### config.mk
export PLATFORM = sky130hd
export DESIGN_NAME = marie_control_unit
export DESIGN_NICKNAME = d
export VERILOG_FILES = /design/src/rtl/marie_control_unit.sv
export SDC_FILE = /design/constraint.sdc
export NUM_CORES = 1
export LEC_CHECK = 0
export BUFFER_PORTS_ARGS = -buffer_cell sky130_fd_sc_hd__buf_2
export CAP_MARGIN = 25
export CORE_ASPECT_RATIO = 0.6
export CORE_UTILIZATION = 48
export CTS_CLUSTER_DIAMETER = 60
export DETAILED_ROUTE_END_ITERATION = 16
export PLACE_DENSITY_LB_ADDON = 0.1
export SLEW_MARGIN = 5
export SYNTH_ARGS = -nofsm -noshare
export SYNTH_HDL_FRONTEND = slang
export SYNTH_SLANG_ARGS = --single-unit
### constraint.sdc
create_clock -name clk -period 3.65 [get_ports clk]
set_input_delay 0.5475 -clock clk [delete_from_list [all_inputs] [get_ports clk]]
set_output_delay 0.5475 -clock clk [all_outputs]
set_load 0.01 [all_outputs]
### src/rtl/marie_control_unit.sv
// Microsequenced fetch/decode/execute controller for the MARIE accumulator
// datapath. It owns PC, IR, MAR, MBR and AC and drives a single-port
// synchronous memory with a one-cycle read latency.
module marie_control_unit #(
  parameter int ADDR_W = 12,
  parameter int DATA_W = 16
) (
  input  logic              clk,
  input  logic              reset,
  input  logic              start,
  output logic [15:0]       mem_addr,
  output logic [DATA_W-1:0] mem_wdata,
  output logic              mem_we,
  input  logic [DATA_W-1:0] mem_rdata,
  output logic [DATA_W-1:0] out_data,
  output logic              out_valid,
  output logic              halted,
  output logic              illegal_op,
  output logic [ADDR_W-1:0] pc,
  output logic [DATA_W-1:0] ac,
  output logic [DATA_W-1:0] ir
);

  typedef enum logic [3:0] {
    S_IDLE, S_FETCH_ADDR, S_FETCH_READ, S_FETCH_IR, S_DECODE,
    S_EXEC_READ, S_EXEC_MBR, S_EXEC_ALU, S_EXEC_WRITE, S_HALTED
  } state_t;

  localparam logic [3:0] OP_LOAD  = 4'h1;
  localparam logic [3:0] OP_STORE = 4'h2;
  localparam logic [3:0] OP_ADD   = 4'h3;
  localparam logic [3:0] OP_SUBT  = 4'h4;
  localparam logic [3:0] OP_AND   = 4'h5;
  localparam logic [3:0] OP_OUT   = 4'h6;
  localparam logic [3:0] OP_HALT  = 4'h7;
  localparam logic [3:0] OP_SKIP  = 4'h8;
  localparam logic [3:0] OP_JUMP  = 4'h9;
  localparam logic [3:0] OP_CLEAR = 4'hA;

  localparam logic [ADDR_W-1:0] PC_ONE = ADDR_W'(1);

  state_t              state_q, state_d;
  logic [ADDR_W-1:0]   pc_q, pc_d;
  logic [ADDR_W-1:0]   mar_q, mar_d;
  logic [DATA_W-1:0]   mbr_q, mbr_d;
  logic [DATA_W-1:0]   ir_q, ir_d;
  logic [DATA_W-1:0]   ac_q, ac_d;
  logic [DATA_W-1:0]   out_data_q, out_data_d;
  logic                out_valid_q, out_valid_d;
  logic                halted_q, halted_d;
  logic                illegal_q, illegal_d;
  logic                mem_we_q, mem_we_d;

  logic [3:0]          opcode;
  logic [1:0]          skip_cond;
  logic                ac_neg, ac_zero, skip;

  assign opcode    = ir_q[DATA_W-1 -: 4];
  assign skip_cond = ir_q[ADDR_W-1 -: 2];
  assign ac_neg    = ac_q[DATA_W-1];
  assign ac_zero   = (ac_q == '0);

  // Skip test on the signed accumulator; condition 11 never skips.
  always_comb begin
    skip = 1'b0;
    case (skip_cond)
      2'b00:   skip = ac_neg;
      2'b01:   skip = ac_zero;
      2'b10:   skip = !ac_neg && !ac_zero;
      default: skip = 1'b0;
    endcase
  end

  // Next-state and next-register computation for the microsequencer.
  always_comb begin
    state_d     = state_q;
    pc_d        = pc_q;
    mar_d       = mar_q;
    mbr_d       = mbr_q;
    ir_d        = ir_q;
    ac_d        = ac_q;
    out_data_d  = out_data_q;
    out_valid_d = 1'b0;
    halted_d    = halted_q;
    illegal_d   = illegal_q;
    mem_we_d    = 1'b0;
    case (state_q)
      S_IDLE:       if (start) state_d = S_FETCH_ADDR;
      S_FETCH_ADDR: begin
        mar_d   = pc_q;
        state_d = S_FETCH_READ;
      end
      S_FETCH_READ: state_d = S_FETCH_IR;
      S_FETCH_IR: begin
        ir_d    = mem_rdata;
        pc_d    = pc_q + PC_ONE;
        state_d = S_DECODE;
      end
      S_DECODE: begin
        mar_d   = ir_q[ADDR_W-1:0];
        state_d = S_FETCH_ADDR;
        case (opcode)
          OP_LOAD, OP_ADD, OP_SUBT, OP_AND: state_d = S_EXEC_READ;
          OP_STORE: begin
            // Write enable is registered so it is high for exactly EXEC_WRITE.
            mem_we_d = 1'b1;
            state_d  = S_EXEC_WRITE;
          end
          OP_OUT: begin
            out_data_d  = ac_q;
            out_valid_d = 1'b1;
          end
          OP_HALT: begin
            halted_d = 1'b1;
            state_d  = S_HALTED;
          end
          OP_SKIP:  if (skip) pc_d = pc_q + PC_ONE;
          OP_JUMP:  pc_d = ir_q[ADDR_W-1:0];
          OP_CLEAR: ac_d = '0;
          default: begin
            illegal_d = 1'b1;
            halted_d  = 1'b1;
            state_d   = S_HALTED;
          end
        endcase
      end
      S_EXEC_READ: state_d = S_EXEC_MBR;
      S_EXEC_MBR: begin
        mbr_d   = mem_rdata;
        state_d = S_EXEC_ALU;
      end
      S_EXEC_ALU: begin
        case (opcode)
          OP_ADD:  ac_d = ac_q + mbr_q;
          OP_SUBT: ac_d = ac_q - mbr_q;
          OP_AND:  ac_d = ac_q & mbr_q;
          default: ac_d = mbr_q;
        endcase
        state_d = S_FETCH_ADDR;
      end
      S_EXEC_WRITE: state_d = S_FETCH_ADDR;
      S_HALTED:     state_d = S_HALTED;
      default:      state_d = S_IDLE;
    endcase
  end

  // State and register update; reset aborts any instruction in flight.
  always_ff @(posedge clk or negedge reset) begin
    if (!reset) begin
      state_q     <= S_IDLE;
      pc_q        <= '0;
      mar_q       <= '0;
      mbr_q       <= '0;
      ir_q        <= '0;
      ac_q        <= '0;
      out_data_q  <= '0;
      out_valid_q <= 1'b0;
      halted_q    <= 1'b0;
      illegal_q   <= 1'b0;
      mem_we_q    <= 1'b0;
    end else begin
      state_q     <= state_d;
      pc_q        <= pc_d;
      mar_q       <= mar_d;
      mbr_q       <= mbr_d;
      ir_q        <= ir_d;
      ac_q        <= ac_d;
      out_data_q  <= out_data_d;
      out_valid_q <= out_valid_d;
      halted_q    <= halted_d;
      illegal_q   <= illegal_d;
      mem_we_q    <= mem_we_d;
    end
  end

  assign mem_addr   = 16'(mar_q);
  assign mem_wdata  = ac_q;
  assign mem_we     = mem_we_q;
  assign out_data   = out_data_q;
  assign out_valid  = out_valid_q;
  assign halted     = halted_q;
  assign illegal_op = illegal_q;
  assign pc         = pc_q;
  assign ac         = ac_q;
  assign ir         = ir_q;

endmodule
Word-level counts from Yosys, hierarchy flattened
Index checks and enable logic that the tools add are counted.
{ "classes": {"shifts": 0, "mux": 15, "eq_ne": 25, "bitwise": 3, "magnitude_cmp": 0, "div_mod_pow": 0, "n_reduce_logical": 19, "mul": 0, "addsub": 3} }
{ "ops": {"columns": ["op", "n"], "rows": [
  ["12-bit one-hot mux with 2 select lines", 3],
  ["16-bit one-hot mux with 3 select lines", 1],
  ["4-bit one-hot mux with 9 select lines", 1],
  ["4-bit by 3-bit == test with 1-bit output, second input constant", 8],
  ["16-bit one-hot mux with 2 select lines", 1],
  ["4-bit == test, second input constant", 5],
  ["16-bit adder", 1],
  ["16-bit bitwise AND", 1],
  ["4-bit by 2-bit == test with 1-bit output, second input constant", 4],
  ["16-bit zero test", 1],
  ["16-bit 2-to-1 mux", 1],
  ["16-bit subtractor", 1],
  ["12-bit by 1-bit adder with 12-bit output, second input constant", 1],
  ["12-bit 2-to-1 mux", 1],
  ["4-bit one-hot mux with 3 select lines", 1],
  ["10-bit OR reduction", 1],
  ["9-bit OR reduction", 1],
  ["4-bit by 1-bit == test with 1-bit output, second input constant", 2],
  ["2-bit AND reduction", 4],
  ["4-bit OR reduction", 2],
  ["2-bit nonzero test", 3],
  ["4-bit zero test", 1],
  ["1-bit 2-to-1 mux", 4],
  ["4-bit 2-to-1 mux", 1],
  ["other kinds (13)", 15]
]} }
{ "word_totals": {"input_bits": 19, "out_inout_bits": 96, "register_bits": 96, "latch_bits": 0, "romBits": 0, "word_cells": 76, "n_memories": 0, "ram_bits": 0} }

Longest topological paths before layout
Gate-level depths: netlist (run 1).
{ "depth": {"depth_word": 7, "depth_mapped": 15, "ltp_nobuf": 13} }

Least setup slack after synthesis (run 1)
No wires, ideal clock.
{ "synth_timing": {"kind": "register -> register", "from": "register ir_q[14] (netlist: ir[14])", "to": "register ac_q[14] (netlist: ac[14])", "setup_ns": 0.095, "path_stages_with_launch": 15, "setup_slack_ns": 0.549, "synth_period_minus_slack_ns": 3.101, "n_path_buf": 2, "required_time_ns": 3.555, "arrival_ns": 3.006, "cell_sequence": "dfrtp_1 buf_2 inv_2 nor2_1 nand2_1 clkbuf_1 nand2_1 o21ai_0 fa_1 nand2b_1 a21oi_1 o21ai_0 a2111o_1 and3b_1 o31ai_1"} }
{ "synth_between": {"elab_chain_len": 3, "elab_cells_between_ends": 8, "classes_between": "eq/ne (5); mux (2); reduce/logical (1)"} }
{ "synth_lines": {"columns": ["item", "line_no", "rtl"], "rows": [
  ["start, declared", "46", "logic [DATA_W-1:0] ir_q, ir_d;"],
  ["start signal, assigned", "166", "ir_q <= ir_d;"],
  ["4-bit by 3-bit == test with 1-bit output (tied with other cells)", "133", "case (opcode)"],
  ["16-bit one-hot mux with 3 select lines or 2-bit by 1-bit != test with 1-bit output (tied branches)", null, null],
  ["16-bit one-hot mux with 2 select lines or 2-bit AND reduction (tied branches)", null, null],
  ["end signal, assigned", "155", "ac_q <= '0;"],
  ["end signal, assigned", "167", "ac_q <= ac_d;"],
  ["end, declared", "47", "logic [DATA_W-1:0] ac_q, ac_d;"]
]} }
Parallel ways exist; a longest one is shown, timed or not.
A chain may end at the register's enable or synchronous reset.

Worst setup path after layout (run 1)
Ends and elaborated chain as after synthesis.

==> run metrics, run 1 <==
drt initial violations just over 400; Initial Util 0.502; worst vdd ir 349 uV; row cnt 30; final hold viol count 0; setup bufs post-CTS 0; clock power share 0.142; Nets 716; outcome complete, no violations; CTS tree done; RSZ-0062 raised after global routing false; # DRC 0; Ant. Diodes 0; area of the multi-input gates ~0.0030 sq mm; most frequent cell after synthesis dfrtp_1; die width 144 microns; post-DP HPWL ~12 mm; Max-Cap Viols 0; EDFF count, synth 0; Mapped Area roughly 0.0058 sq mm; Final Wtd Congestion 0.916; DR WL/cell 19.2 microns; Hold-fix buffers, CTS 0; Reg clk slew, reported paths around 70 ps; I/O Pins between 100 and 150; Crit path required time 3900 ps; Hold WC Path Type in -> async; via count of the first global-routing pass between 4,000 and 5,000; clock buffer count from CTS 9; Int Power 3.73 mW; switch share 0.466; Setup TNS Final 0 ps; clock latency on the worst-skew pair around 350 ps; f_max 300 MHz; DRT Pass-1 Iters 4; Syn Area/Cell between 9 and 10 sq um; WP data arrival roughly 3600 ps; P per Cell Area between 1000 and 1500 mW/mm^2; CORE AREA approximately 0.011 sq mm; Die ar. between 0.01 and 0.015 sq mm; CP Max Fanout 10; RR Startpoint ir[14]; filler cell count between 1,000 and 1,500; Leak Pwr roughly 3.1 nW; global-route wire length before repair 25.1 mm; antenna-violating nets left 0; Synth Area in Adders 0.0425; post_cts resized 0; share of the synthesized area in the top cell type 0.416; Post-Synth XOR/XNOR Area 0.0408; mux cell area share after synthesis 0.104; Worst Hold Slack 286 ps; Setup violations, final 0; sequential cell fraction of total power 0.315; Synth Area in Simple Gates 0.150; Worst slew margin 0.429; total track usage 0.270; Synth area leaders dfrtp_1 (42%), mux2_2 (8.0%), nand2_1 (5.5%), o21ai_0 (4.3%), ha_1 (3.9%); crit path launch ir[14]; minimum clock period between 3000 and 4000 ps; Vias roughly 4,800; clk buf depth 2; vias per inst 5.75; Seq/Total Area, Yosys 0.416; grt total ovfl 0; post-synth top area cell dfrtp_1; Commonest cells post-synth dfrtp_1 (96), nand2_1 (84), o21ai_0 (50), mux2_2 (41), a21oi_1 (29); critical path class reg -> reg; ys async rst share 1.00; synth unique cells 71; Core Util, Final 0.577; element type at the critical path start flop; Sw Pwr 3.25 mW; CTS Sinks between 90 and 100; Synth Warn # 0; Setup crit end kind flop; combinational fraction of design power 0.543; H-tree Lvls 3; Yosys reg bits 96; Layout area overhead 14.9%; Slew Viols, Final 0; main combinational cell family by area after synthesis compound AO/OA/AOI/OAI gates; pin count of the biggest net entering global routing just over 60; Synth Flop Type dfrtp_1; Final period util 0.915; final wirelength roughly 16 mm; port bufs 110; share of cells above drive strength 1 0.312; initial antenna violation count 0; Die Ht 86.9 microns; Synth Area in Compound Gates 0.180; Syn Inst Count between 500 and 600; Root Driver clkbuf_16; FF+latch area ~0.0024 sq mm; Worst Skew 7.59 ps; Worst Max-Slew Pin Slew around 860 ps
[cell type report]
class | count | share of cell area
clock inverters | 4 | 0.00792
flip-flops and latches | 96 | 0.362
multi-input cells | 433 | 0.453
repair buffers | 125 | 0.101
clock buffers | 11 | 0.0381
well taps | 160 | 0.0302
inverters | 13 | 0.00736
[flip-flops by register name, summed over array words and instances (netlist names)]
register / flops
state_q: 4
out_valid: 1
mem_we: 1
ir: 16
halted: 1
ac: 16
mbr_q: 16
mar_q: 12
illegal_op: 1
pc: 12
out_data: 16
[worst max-delay path, cell delays in order (launching register included)]
cell      delay, ps
dfrtp_1         530
inv_2           130
nor2_1          230
nand2_1         100
nand2_1          80
o21ai_0         170
fa_1            450
nand2b_1        190
a21oi_1         290
o21ai_0         220
a2111o_1        450
and3b_1         180
o31ai_1         220
[power groups by stage]
| stage | Combinational (mW) | Clock, mW | Sequential [mW] |
|---|---|---|---|
| 3_5_place_dp | 3.73 | 0 | 2.20 |
| 2_1_floorplan | 2.67 | 0 | 2.11 |
| 4_1_cts | 3.76 | 1.01 | 2.19 |
| 6_report | 3.79 | 0.991 | 2.20 |
| 5_1_grt | 4.18 | 1.04 | 2.28 |
| 3_3_place_gp | 3.70 | 0 | 2.18 |
[per-stage QoR]
stage               total power [mW]  setup slack (ps)  std cells  instance area, sq um
floorplan                       4.78               549        587                  5780
global placement                5.88               520        826                  6320
detailed placement              5.93               419        827                  6330
CTS                             6.95               387        842                  6630
global route                    7.50              50.5        842                  6630
finish                          6.98               312        842                  6630
[metal layers]
metal | share of wire | wire length, microns | global-route usage | vias to the layer above
met5 | 0 | 0 | 0 | -
met2 | 0.40 | 6460 | 0.357 | 173
met3 | 0.067 | 1090 | 0.0583 | 11
li1 | - | - | - | 2272
met1 | 0.52 | 8450 | 0.437 | 2384
met4 | 0.0090 | 145 | 0.0561 | 0
[layout by cell type, fill, tap and decap left out, types with 6 or more instances in the layout]
cell / netlist / final
nor3_1: 6 / 6
ha_1: 18 / 18
nand2b_1: 9 / 9
xnor2_1: 13 / 13
mux2i_1: 14 / 14
nor2_1: 24 / 24
clkbuf_16: 0 / 9
o31ai_1: 7 / 7
nand2_1: 84 / 84
buf_4: 24 / 15
a32oi_1: 9 / 9
mux2_2: 41 / 41
dfrtp_1: 96 / 96
o22ai_1: 7 / 7
xor2_1: 12 / 12
a21oi_1: 29 / 29
nand3_1: 10 / 10
inv_1: 12 / 12
a21o_1: 7 / 7
buf_2: 6 / 109
o21ai_0: 50 / 50
a21oi_2: 11 / 11
[cells by family after synthesis]
logic type,count (synthesis)
mux,55
other cells,1
flops,96
fa+ha+maj,19
compound gates,158
xor+xnor,26
simple gates,171
buf+inv,58
[worst paths after layout]
path                             endpoint  slack (ps)  cells after the start
worst max-delay path               ac[14]         310                     12
worst min-delay path            out_valid         290                      1
worst max register to register     ac[14]         310                     12
max in group asynchronous           ac[9]        2580                      2
min in group clk                mbr_q[13]         440                      3
worst min register to register     halted         460                      1
Note: power is estimated with default switching activity, not from simulation.
==> run 2: changes to the inputs <==
--- a/config.mk
+++ b/config.mk
@@ -8,9 +8,11 @@
 export BUFFER_PORTS_ARGS = -buffer_cell sky130_fd_sc_hd__buf_2
 export CAP_MARGIN = 25
 export CORE_ASPECT_RATIO = 0.6
+export CORE_MARGIN = 10
 export CORE_UTILIZATION = 48
 export CTS_CLUSTER_DIAMETER = 60
 export DETAILED_ROUTE_END_ITERATION = 16
+export MAX_ROUTING_LAYER = met4
 export PLACE_DENSITY_LB_ADDON = 0.1
 export SLEW_MARGIN = 5
 export SYNTH_ARGS = -nofsm -noshare
==> constraint.sdc (replaced) <==
create_clock -name clk -period 3.65 [get_ports clk]
set_input_delay 0.365 -clock clk [delete_from_list [all_inputs] [get_ports clk]]
set_output_delay 0.365 -clock clk [all_outputs]
set_load 0.01 [all_outputs]
==> run 2 against run 1 <==
- die area up 36%
- clock-buffer cell count up 1
- first-iteration DRC count up 9.1%
- critical path type unchanged
- critical endpoint unchanged
- largest power group unchanged
- highest routed layer unchanged
==> run metrics, run 2 (same netlist as run 1, synthesis figures left out) <==
outcome complete, no violations; Vias between 4,000 and 5,000; Leak Pwr between 3 and 4 nW; CP delay by family, top compound AO/OA/AOI/OAI gates; clk buf depth 2; setup bufs post-CTS 0; Worst Max-Slew Pin Slew slightly below 900 ps; critical path class reg -> reg; f_max approximately 300 MHz; Root Driver clkbuf_16; CP Max Fanout 10; Crit path required time 3890 ps; Final Wtd Congestion around 0.98; final wirelength around 17 mm; minimum clock period approximately 3400 ps; worst vdd ir between 300 and 400 uV; post_cts resized 0; pin count of the biggest net entering global routing 55; Slew Viols, Final 0; Nets between 700 and 800; Setup WS post-layout between 200 and 300 ps; Reg clk slew, reported paths about 60 ps; share of cells above drive strength 1 0.309; top layer in use met4; grt total ovfl 0; clock buffer count from CTS 9; Max-Cap Viols 0; H-tree Lvls 3; sequential cell fraction of total power 0.316; element type at the critical path start flop; Sw Pwr ~3.2 mW; Core Util, Final 0.574; WL met2 approximately 6.9 mm; # DRC 0; Die ar. about 0.017 sq mm; CTS tree done; Worst R2R Setup Slack ~300 ps; worst path bufs/invs 1; RSZ-0062 raised after global routing false; DR WL/cell just under 20 microns; commonest non-fill, non-tap cell in the layout buf_2; initial antenna violation count 0; Int Power about 3.7 mW; drt initial violations roughly 440; WL met3 between 1 and 1.5 mm; Ant. Diodes 0; I/O Pins about 120; RR Startpoint ir[14]; final hold viol count 0; Worst Skew approximately 4.3 ps; Place WS approximately 380 ps; antenna-violating nets left 0; Hold-fix buffers, CTS 0; switch share 0.464; P per Cell Area about 1000 mW/mm^2; CORE AREA roughly 0.012 sq mm; slowest library cell on the worst path dfrtp_1; DRT Pass-1 Iters 5; combinational fraction of design power 0.547; clock power share 0.137; global-route wire length before repair approximately 27 mm; row cnt 30; Final period util 0.919; Layout area overhead 14.6%; die width 162 microns; Worst slew margin 0.406; post-DP HPWL between 10 and 15 mm; crit-path cells inv_2 > nor2_1 > nand2_1 > nand2_1 > o21ai_0 > fa_1 > nand2b_1 > a21oi_1 > o21ai_0 > a2111o_1 > and3b_1 > o31ai_1; Largest stage delay, worst path roughly 540 ps; met1 wire length roughly 8.6 mm; Setup TNS Final 0 ps; Die Ht around 100 microns; CTS Sinks between 90 and 100; vias per inst between 5 and 6; via count of the first global-routing pass 4,729; Crit Reg-Reg Endpoint ac[14]; Setup violations, final 0; Setup crit end kind flop; total track usage 0.198; Hold WC Path Type in -> async; most frequent cells in the layout buf_2 (109), dfrtp_1 (96), nand2_1 (84); clock latency on the worst-skew pair roughly 340 ps; WP data arrival about 3600 ps; R2R cell count 12; Initial Util 0.501; port bufs 110; Worst Hold Slack between 80 and 90 ps
[run 2: how the worst max path moves through the flow]
stage,startpoint,endpoint,slack [ps],cells after the start
after floorplan,ir[14],ac[14],550,14
after global placement,mbr_q[6],ac[15],350,12
after detailed placement,ir[14],ac[14],380,12
after CTS,ir[14],ac[14],340,12
after global routing,ir[14],ac[14],20,12
final,ir[14],ac[14],300,12
[run 2: metrics by stage]
stage	instance area (sq um)	power (mW)	instances
after global placement	6320	5.89	826
after CTS	6610	6.94	842
after floorplan	5780	4.78	587
after detailed placement	6320	5.95	826
after global routing	6610	7.47	842
final	6610	6.93	842
[run 2: power by group through the flow]
stage          registers (mW)  logic, mW  clock network, mW
5_1_grt                  2.27       4.18               1.02
4_1_cts                  2.19       3.78              0.973
3_5_place_dp             2.20       3.75                  0
6_report                 2.19       3.79              0.950
3_3_place_gp             2.17       3.72                  0
2_1_floorplan            2.11       2.67                  0
[run 2: routing by layer]
metal / vias to the layer above / track usage
met3: 14 / 0.0380
met1: 2397 / 0.296
met4: 0 / 0.0440
li1: 2263 / -
met2: 163 / 0.266
met5: - / -
[run 2: final cells by class]
| cell class | instances | area (sq um) |
|---|---|---|
| Inverter | 13 | 48.8 |
| Sequential cell | 96 | 2400 |
| Tap cell | 160 | 200 |
| Fill cell | 1062 | 4910 |
| Clock inverter | 4 | 51.3 |
| Multi-Input combinational cell | 433 | 3010 |
| Clock buffer | 12 | 246 |
| Timing Repair Buffer | 124 | 658 |
==> run 3: changes to the inputs <==
==> constraint.sdc (replaced) <==
create_clock -name clk -period 3.65 [get_ports clk]
set_input_delay 0.365 -clock clk [delete_from_list [all_inputs] [get_ports clk]]
set_output_delay 0.365 -clock clk [all_outputs]
set_load 0.05 [all_outputs]
==> run 3 against run 2 <==
- core utilization increased by 0.25 points
- cell count increased by 0.24%
- worst hold slack improved by 170 ps
- clock-buffer cell count decreased by 1
==> run metrics, run 3 (same netlist as run 1, synthesis figures left out) <==
row cnt 30; total track usage 0.196; post_cts resized 0; global-route wire length before repair roughly 26 mm; Place WS roughly 370 ps; Setup TNS Final 0 ps; Reg clk slew, reported paths 70 ps; pin count of the biggest net entering global routing 72; post-DP HPWL between 10 and 15 mm; Worst Skew between 8 and 9 ps; DR WL/cell about 20 microns; initial antenna violation count 0; Worst R2R Setup Slack 320 ps; RR Startpoint mbr_q[6]; hold_sp mem_rdata[0]; clock latency on the worst-skew pair between 300 and 400 ps; Worst Max-Slew Pin Slew between 800 and 900 ps; Nets about 720; RSZ-0062 raised after global routing false; Crit path top cell by count a21oi_1; Die Ht approximately 100 microns; Layout area overhead 15.1%; Setup WS post-layout 318 ps; via count of the first global-routing pass between 4,000 and 5,000; Largest stage delay, worst path 590 ps; most frequent cells in the layout buf_2 (109), dfrtp_1 (96), nand2_1 (84); CP Max Fanout 5; # DRC 0; WL met3 1.09 mm; slowest library cell on the worst path or4_4; Hold-fix buffers, CTS 0; CORE AREA about 0.012 sq mm; port bufs between 100 and 150; drt initial violations 470; Worst slew margin 0.419; R2R cell count 12; Crit path required time 3870 ps; Initial Util 0.501; antenna-violating nets left 0; met1 wire length around 8.6 mm; f_max between 300 and 400 MHz; clock buffer count from CTS 9; vias per inst roughly 5.8; final hold viol count 0; die width 162 microns; Setup crit end kind flop; crit-path cells or4_4 > nor4_4 > a31oi_1 > a21oi_1 > xor2_1 > ha_1 > a21oi_1 > o21bai_1 > a21oi_1 > nand3_1 > xnor2_1 > o221ai_1; CTS tree done; filler cell count about 1,000; share of cells above drive strength 1 0.313; Vias about 4,900; Worst Hold Depth 3; Root Driver clkbuf_16; element type at the critical path start flop; Hold WC Path Type in -> reg; DRT Pass-1 Iters 5; clk buf depth 2; commonest non-fill, non-tap cell in the layout buf_2; setup bufs post-CTS 0; Crit Reg-Reg Endpoint ac[15]; Max-Cap Viols 0; H-tree Lvls 3; WP data arrival 3550 ps; outcome complete, no violations; Final period util 0.913; Final Wtd Congestion a little under 1; critical path class reg -> reg; CTS Sinks 96; top layer in use met4; minimum clock period roughly 3300 ps; Slew Viols, Final 0; final wirelength between 15 and 20 mm; WL met2 6.71 mm; I/O Pins 115; grt total ovfl 0; Setup violations, final 0; Hold EP mbr_q[0]; Die ar. ~0.017 sq mm; Ant. Diodes 0
-- run 3: metrics by stage --
stage          utilization  cells  hold WS [ps]  instance area, sq um
2_1_floorplan            -    587          69.4                  5780
3_3_place_gp         0.549    827           440                  6320
3_5_place_dp         0.549    827           448                  6320
4_1_cts              0.573    842           203                  6610
5_1_grt              0.576    844           255                  6640
6_report             0.576    844           252                  6640
-- run 3: worst max-delay path by stage --
| stage | start | end | slack (ps) | cells past startpoint |
|---|---|---|---|---|
| 3_3_place_gp | mbr_q[6] | ac[15] | 460 | 12 |
| 4_1_cts | ir[14] | ac[14] | 340 | 12 |
| 3_5_place_dp | ir[14] | ac[14] | 370 | 12 |
| 2_1_floorplan | ir[14] | ac[14] | 230 | 14 |
| 6_report | mbr_q[6] | ac[15] | 320 | 12 |
| 5_1_grt | ir[14] | ac[14] | 20 | 12 |
-- run 3: worst max-delay path, delay by kind of cell (launching register included) --
kind,cells,cell delay [ps]
adders and majority gates,1,340
DFF,1,430
and+or+nand+nor,3,920
xor gates and xnor gates,2,440
AOI/OAI and AO/OA,6,1080
-- run 3: final cells by class --
class / instances / area, sq um / area share
repair buffers: 127 / 703 / 0.106
inverters: 13 / 48.8 / 0.00735
flip-flops and latches: 96 / 2400 / 0.362
multi-input cells: 433 / 3010 / 0.453
well taps: 160 / 200 / 0.0301
clock buffers: 11 / 253 / 0.0380
clock inverters: 4 / 28.8 / 0.00433
-- run 3: per-layer routing --
layer,track usage,vias up
li1,-,2285
met2,0.253,175
met1,0.297,2398
met5,-,-
met4,0.0433,0
met3,0.0447,15
Power of run 3 is not shown: default switching activity piles up to over one toggle a cycle in this logic, so the estimate is an artifact.
